### config.mk
export PLATFORM = sky130hd
export DESIGN_NAME = ahb_mst_xfer
export DESIGN_NICKNAME = d
export VERILOG_FILES = /design/src/rtl/ahb_mst_xfer.sv
export SDC_FILE = /design/constraint.sdc
export NUM_CORES = 1
export LEC_CHECK = 0
export CAP_MARGIN = 20
export CORE_MARGIN = 2
export CORE_UTILIZATION = 43
export DETAILED_ROUTE_END_ITERATION = 8
export GPL_TIMING_DRIVEN = 1
export PLACE_DENSITY_LB_ADDON = 0.15
export SYNTH_ARGS = -nofsm -noshare
export SYNTH_HDL_FRONTEND = slang
export SYNTH_SLANG_ARGS = --single-unit
### constraint.sdc
create_clock -name hclk -period 2.5 [get_ports hclk]
set_input_delay 0.5 -clock hclk [delete_from_list [all_inputs] [get_ports hclk]]
set_output_delay 0.5 -clock hclk [all_outputs]
set_load 0.02 [all_outputs]
### src/rtl/ahb_mst_xfer.sv
// rtl/ahb_mst_xfer.sv - AHB burst master moving words between the DMA FIFO and memory
module ahb_mst_xfer #(
    parameter int ADDR_W = 32,
    parameter int DATA_W = 32,
    parameter int BEATS  = 4
) (
    input  logic              hclk,
    input  logic              hresetn,
    input  logic              wr_req,
    input  logic              rd_req,
    input  logic [ADDR_W-1:0] wr_addr,
    input  logic [ADDR_W-1:0] rd_addr,
    output logic              req_done,
    output logic              xfer_err,
    output logic              hbusreq,
    input  logic              hgrant,
    input  logic              hready,
    input  logic [1:0]        hresp,
    output logic [ADDR_W-1:0] haddr,
    output logic [1:0]        htrans,
    output logic              hwrite,
    output logic [2:0]        hburst,
    output logic [2:0]        hsize,
    output logic [DATA_W-1:0] hwdata,
    input  logic [DATA_W-1:0] hrdata,
    input  logic [DATA_W-1:0] fifo_rdata,
    output logic              fifo_pop,
    output logic              fifo_push,
    output logic [DATA_W-1:0] fifo_wdata
);
    localparam int CNT_W = $clog2(BEATS + 1);
    localparam logic [2:0] BURST_FIXED = (BEATS == 4)  ? 3'b011 :
                                         (BEATS == 8)  ? 3'b101 :
                                         (BEATS == 16) ? 3'b111 : 3'b001;
    localparam logic [2:0] BURST_INCR = 3'b001;
    localparam logic [1:0] TR_IDLE    = 2'b00;
    localparam logic [1:0] TR_NONSEQ  = 2'b10;
    localparam logic [1:0] TR_SEQ     = 2'b11;
    localparam logic [1:0] RESP_OKAY  = 2'b00;
    localparam logic [1:0] RESP_ERROR = 2'b01;

    typedef enum logic [2:0] {S_IDLE, S_REQ, S_ADDR, S_LAST, S_ERR, S_DONE} state_t;

    state_t            r_state;
    logic [ADDR_W-1:0] r_haddr;
    logic [1:0]        r_htrans;
    logic              r_hwrite;
    logic              r_hbusreq;
    logic              r_req_done;
    logic              r_xfer_err;
    logic              r_incr;
    logic              r_replay;
    logic              r_dp;
    logic [DATA_W-1:0] r_hwdata;
    logic [CNT_W-1:0]  r_cnt;

    logic w_accept;
    logic w_final;
    logic w_fault;
    logic w_pop;
    logic w_push;

    assign w_accept = r_htrans[1] & hready;
    assign w_final  = (r_cnt == CNT_W'(1));
    // First cycle of a two-cycle ERROR/RETRY/SPLIT response on the beat in its data phase
    assign w_fault  = r_dp & ~hready & (hresp != RESP_OKAY);
    // A retried write beat re-drives the word it already holds, so it must not pop again
    assign w_pop    = w_accept & r_hwrite & ~r_replay;
    assign w_push   = r_dp & ~r_hwrite & hready & (hresp == RESP_OKAY);

    always_ff @(posedge hclk or negedge hresetn) begin
        if (!hresetn) begin
            r_state    <= S_IDLE;
            r_haddr    <= '0;
            r_htrans   <= TR_IDLE;
            r_hwrite   <= 1'b0;
            r_hbusreq  <= 1'b0;
            r_req_done <= 1'b0;
            r_xfer_err <= 1'b0;
            r_incr     <= 1'b0;
            r_replay   <= 1'b0;
            r_dp       <= 1'b0;
            r_hwdata   <= '0;
            r_cnt      <= '0;
        end else begin
            r_req_done <= 1'b0;
            r_xfer_err <= 1'b0;
            if (r_dp && hready) begin
                r_dp <= 1'b0;
            end
            if (w_accept) begin
                r_dp     <= 1'b1;
                r_haddr  <= r_haddr + ADDR_W'(4);
                r_cnt    <= r_cnt - CNT_W'(1);
                r_replay <= 1'b0;
                if (w_pop) begin
                    r_hwdata <= fifo_rdata;
                end
            end

            if (w_fault) begin
                r_htrans <= TR_IDLE;
                if (hresp == RESP_ERROR) begin
                    r_hbusreq <= 1'b0;
                    r_state   <= S_ERR;
                end else begin
                    // The next beat was never accepted, so stepping back one word lands on the faulted beat
                    r_haddr   <= r_haddr - ADDR_W'(4);
                    r_cnt     <= r_cnt + CNT_W'(1);
                    r_incr    <= 1'b1;
                    r_replay  <= r_hwrite;
                    r_hbusreq <= 1'b1;
                    r_state   <= S_REQ;
                end
            end else begin
                case (r_state)
                    S_IDLE: begin
                        if (wr_req || rd_req) begin
                            r_hwrite  <= wr_req;
                            r_haddr   <= wr_req ? wr_addr : rd_addr;
                            r_cnt     <= CNT_W'(BEATS);
                            r_incr    <= 1'b0;
                            r_replay  <= 1'b0;
                            r_hbusreq <= 1'b1;
                            r_state   <= S_REQ;
                        end
                    end
                    S_REQ: begin
                        if (hgrant && hready) begin
                            r_htrans <= TR_NONSEQ;
                            r_state  <= S_ADDR;
                        end
                    end
                    S_ADDR: begin
                        if (w_accept) begin
                            if (w_final) begin
                                r_htrans  <= TR_IDLE;
                                r_hbusreq <= 1'b0;
                                r_state   <= S_LAST;
                            end else if (!hgrant) begin
                                r_htrans <= TR_IDLE;
                                r_incr   <= 1'b1;
                                r_state  <= S_REQ;
                            end else begin
                                r_htrans <= TR_SEQ;
                            end
                        end
                    end
                    S_LAST: begin
                        if (r_dp && hready && hresp == RESP_OKAY) begin
                            r_req_done <= 1'b1;
                            r_state    <= S_DONE;
                        end
                    end
                    S_ERR: begin
                        if (hready) begin
                            r_req_done <= 1'b1;
                            r_xfer_err <= 1'b1;
                            r_state    <= S_DONE;
                        end
                    end
                    S_DONE: begin
                        r_state <= S_IDLE;
                    end
                    default: begin
                        r_state <= S_IDLE;
                    end
                endcase
            end
        end
    end

    assign req_done   = r_req_done;
    assign xfer_err   = r_xfer_err;
    assign hbusreq    = r_hbusreq;
    assign haddr      = r_haddr;
    assign htrans     = r_htrans;
    assign hwrite     = r_hwrite;
    assign hburst     = r_incr ? BURST_INCR : BURST_FIXED;
    assign hsize      = 3'b010;
    assign hwdata     = r_hwdata;
    assign fifo_pop   = w_pop;
    assign fifo_push  = w_push;
    assign fifo_wdata = hrdata;
endmodule

### Word level (Yosys, flattened, before mapping)

Cells that the tools add are included.

| storage, ports and cells | value |
|---|---|
| flip-flop bits (word level) | 79 |
| input port bits | 136 |
| word-level logic and storage cells | 114 |

| cells by class | value |
|---|---|
| add/sub/neg operators | 4 |
| equality and inequality tests | 16 |
| multiplexer cells | 54 |
| bitwise operators | 12 |
| reductions and logical operators | 16 |

Operator list:

| kind | count |
|---|---|
| $mux W32 | 6 |
| $mux W3 | 14 |
| $add A32 B3 Y32 const B | 1 |
| $sub A32 B3 Y32 const B | 1 |
| $ne A3 B3 Y1 const B | 8 |
| $mux W1 | 23 |
| $pmux W3 S5 | 1 |
| $mux W2 | 6 |
| $reduce_and A6 Y1 | 2 |
| $and A1 B1 Y1 | 8 |
| $eq A3 B1 Y1 const B | 2 |
| $eq A3 B2 Y1 const B | 2 |
| $pmux W1 S2 | 3 |
| $reduce_and A3 Y1 | 2 |
| $reduce_bool A3 Y1 | 2 |
| $ne A4 B4 Y1 const B | 1 |
| $not A1 Y1 | 4 |
| $pmux W2 S2 | 1 |
| $reduce_and A4 Y1 | 1 |
| $reduce_bool A2 Y1 | 2 |
| $add A3 B1 Y3 const B | 1 |
| $eq A3 B3 Y1 const B | 1 |
| $logic_and A1 B1 Y1 | 3 |
| $logic_not A3 Y1 | 1 |
| 6 further kinds | 6 |

### Logic depth before layout (Yosys ltp)

| logic depth | value |
|---|---|
| word-level depth | 5 |
| gate-level depth with buffers | 8 |
| depth with buffers taken out | 7 |

### Worst setup path after synthesis

Ideal clock, no wire load.

| timing path | value |
|---|---|
| path type | reg-to-reg |
| start point | reg r_haddr[7], in the netlist haddr[7] |
| end point | reg r_haddr[29], in the netlist haddr[29] |
| setup time | 126 ps |
| arrival time | 2050 ps |
| data required time | 2374 ps |
| setup slack | 324 ps |
| cell stages (with the launch flop) | 7 |
| path buffers | 1 |
| clock period less this slack | 2176 ps |
| cell sequence | dfrtp_1 -> clkbuf_8 -> nand3_1 -> or4_1 -> nor3_1 -> xor2_1 -> a221o_1 |

| on the way | value |
|---|---|
| cells in the longest elaborated chain, start to end | 5 |
| elaborated cells on any way between the ends | 7 |

Ends and longest elaborated chain:

| what | line | text |
|---|---|---|
| from (decl) | 45 | `logic [ADDR_W-1:0] r_haddr;` |
| from (signal assigned) | 93 | `r_haddr <= r_haddr + ADDR_W'(4);` |
| from (signal assigned) | 108 | `r_haddr <= r_haddr - ADDR_W'(4);` |
| from (signal assigned) | 120 | `r_haddr <= wr_req ? wr_addr : rd_addr;` |
| $add A32 B3 Y32 | 93 |  |
| $mux W32 | 91 | `if (w_accept) begin` |
| $mux W32 | 118 | `if (wr_req \|\| rd_req) begin` |
| $mux W32 | 116 | `case (r_state)` |
| $mux W32 (*) | 101 | `if (w_fault) begin` |

Mark *: on every way between the ends. The rest lies on a longest branch, timed or not.
A chain may end at the register's enable or synchronous reset.

### Final worst setup path

| timing path | value |
|---|---|
| start point | in hready |
| end point | out fifo_pop |

| on the way | value |
|---|---|
| cells in the longest elaborated chain, start to end | 3 |

Ends and longest elaborated chain:

| what | line | text |
|---|---|---|
| from (decl) | 17 | `input logic hready,` |
| $and A1 B1 Y1 | 63 | `assign w_accept = r_htrans[1] & hready;` |
| $and A1 B1 Y1 (2 in a row) | 68 | `assign w_pop = w_accept & r_hwrite & ~r_replay;` |
| to (decl) | 27 | `output logic fifo_pop,` |

Every way passes these cells.

==> results.yml <==
timing:
  finalHoldViolCount: 0
  clock_skew_ns: 0.0101
  slew_headroom_pct: 59.9
  rsz0062_at_grt: "false"
  period_minus_slack_ns: 2.38
  finalSetupViolCount: 0
  fmax_mhz: 420
  slew_viol_final: 0
  worst_slew_pin_slew_ns: 0.601
  finalCritPeriodShare_pct: 95.3
outcome:
  status: "complete, no violations"
routing:
  ant_nets: 0
  drt-initial-drc-count: 484
  vias_per_cell: 5.70
  wire_per_inst_um: 19.1
  dr.pass1.iters: 5
  routed_wl_um: 18900
  num_vias: 5626
  drc: 0
cells_and_area:
  antenna_cells: 0
  area_growth_pct: 41.7
  instances_no_fill: 987
  fin_nets: 951
  finish.utilization_pct: 61.7
  layout-drive-gt1-share_pct: 12.9
synth:
  synth.top_cells.by_count: "nand2_1, dfrtp_1, buf_4"
  synth_adder_area_share_pct: 1.15
  synthArstFlopShare_pct: 100
  synth_simple_gate_area_share_pct: 26.0
  ys.flop_type: "dfrtp_1"
  ys_seq_area_share_pct: 36.3
  synthesis.area_um2: 5450
  muxShareOfSynthArea_pct: 6.18
  synth_xor_area_share_pct: 3.21
  ys_seq_elements: 79
  syn_area_per_cell_um2: 8.50
  synth_warnings: 0
  synth-edff-count: 0
  yosys.area.top_type: "dfrtp_1"
  synthesis.instances: 641
  synth_top_family_by_area: "simple AND/OR/NAND/NOR gates"
  synth-compound-area-share_pct: 16.4
  synth.area.top_cells: "dfrtp_1, nand2_1, buf_4, mux2i_1, nor3_1"
  synth_top_area_share_pct: 36.3
  synth.most_common_cell: "nand2_1"
  synth.distinct_cells: 76
clock_network:
  holdBufCountCts: 0
  cts_tree: "done"
  cts.sinks: 79
  cts_root_buf: "clkbuf_16"
  clkTransAtPathRegs_ns: 0.07
  cts_made_buffers: 9
  cts_setup_buffers: 0
  h-tree-depth: 3
  cts_buffer_depth: 2
  insertion_delay_ns: 0.35
global_route:
  grt_pass1_vias: 5423
  grt_max_degree: 36
  top_usage_layer: "met2"
  met2_usage_pct: 43.9
  grt_pass1_wl_um: 28600
  overflow: 0
  antenna_found_initial: 0
  use_met3_pct: 4.62
  globalRouteMet1Util_pct: 35.8
  grtUsageTotal_pct: 27.3
setup_path:
  cp_cell_sequence: "clkdlybuf4s50_1, buf_4, and2_1, nand3b_1, inv_1, dlygate4sd2_1"
  end_kind: "primary output"
  r2r_end: "haddr[29]"
  required_ns: 2.00
  worstSetupEndpoint: "fifo_pop"
  startpoint: "hready"
  worstSetupPathType: "in -> out"
  critPathMaxFanout: 11
  r2r_slack_ns: 0.16
  worstPathArrival_ns: 1.88
  reg2reg_from: "haddr[12]"
  slowest_stage: "clkdlybuf4s50_1"
  cp_slowest_stage_delay_ns: 0.49
  worstSetupStartpointType: "input pin"
  rr_worst_depth: 5
power:
  finalPower_uw: 9020
  power.density_nw_per_um2: 1170
  power.leakage_uw: 0.00336
  ir_drop_mv: 0.513
place:
  port_buffers: 176
  gp_congestion: 0.946
  place_inst: 971
  place_hpwl_um: 14300
floorplanning:
  die_y_um: 117
  coreArea_um2: 12500
  io_pins: 246
  dieArea_um2: 13600
  start_util_pct: 43.5
  die_w_um: 117
  fp-row-count: 41
flow_run:
  maxCapViolations: 0
worst_hold_path:
  worstHoldPathType: "in -> async"
==> cell families (layout without fill, tap and decap cells) <==
kind of cell | count (synthesis) | count (layout)
buffers and inverters | 94 | 265
XOR/XNOR | 20 | 20
AO/OA/AOI/OAI | 120 | 120
multiplexers | 33 | 33
AND/OR/NAND/NOR | 288 | 288
other | 2 | 5
flip-flops | 79 | 79
adder cells (fa/ha/maj) | 5 | 5
==> sequential cells by signal, summed over array words and instances, names as in the netlist, 2 cells and up <==
name     flops
haddr       32
hwdata      32
r_state      3
r_cnt        3
htrans       2
==> per-stage QoR <==
stage / TNS [ns] / instance area [um2] / hold WS (ns) / setup slack, ns
2_1_floorplan: 0 / 5460 / 0.204 / 0.324
3_5_place_dp: -1.51 / 7400 / 0.462 / -0.187
3_3_place_gp: -1.23 / 7400 / 0.456 / -0.174
4_1_cts: 0 / 7710 / 0.120 / 0.0883
5_1_grt: 0 / 7720 / 0.144 / 0.0571
6_report: 0 / 7720 / 0.104 / 0.119
==> worst min-delay path by stage <==
stage	depth (start not counted)	start	end	slack (ns)
3_5_place_dp	2	hwdata[25]	hwdata[25]	0.46
4_1_cts	1	hresetn	hwdata[7]	0.12
2_1_floorplan	0	hresetn	haddr[0]	0.20
5_1_grt	1	hresetn	hwdata[8]	0.14
3_3_place_gp	2	hwdata[12]	hwdata[12]	0.46
6_report	1	hresetn	hwdata[7]	0.10
==> placed cells by master, fill, tap and decap left out, types with 5 or more instances in the layout <==
cell,instances
o221ai_1,7
inv_1,9
nor4_1,9
xnor2_1,8
a211oi_1,7
dfrtp_1,79
nand3_1,17
clkbuf_16,9
conb_1,5
buf_4,62
o31ai_1,8
o21ai_0,17
nand4_1,13
nand2_1,139
o22ai_1,8
clkdlybuf4s50_1,172
xor2_1,12
nor3_1,23
o211a_1,5
mux2_2,5
and3_1,6
nor2_1,32
or4_1,7
or2_2,5
a21oi_1,17
mux2i_1,28
ha_1,5
==> critical path: cells and delay by family <==
kind | cells | cell delay, ns
simple gates | 2 | 0.28
buf+inv | 4 | 1.10
==> final cells by class <==
type	count	area [um2]
repair buffers	240	2270
well taps	172	215
fillers	1147	4790
clock inverters	5	63.8
clock buffers	11	253
flip-flops and latches	79	1980
multi-input cells	471	2910
inverters	9	33.8
==> routing by layer <==
layer	part of all wire, %	vias to the layer above
met5	0	-
met4	3.4	0
met3	7.2	57
met2	47	288
met1	42	2672
li1	-	2609
==> what timing repair did <==
action	in CTS	in global routing
endpoints found under the setup margin	2	2
gates resized for setup	2	2
pin swaps	0	0
==> power by group <==
part           switching, uW  leakage, uW  internal, uW
Clock                    572     0.000153           838
Combinational           2700      0.00223          2330
Sequential               714     0.000974          1870
Total                   3990      0.00336          5030
(Power assumes the default switching activity.)
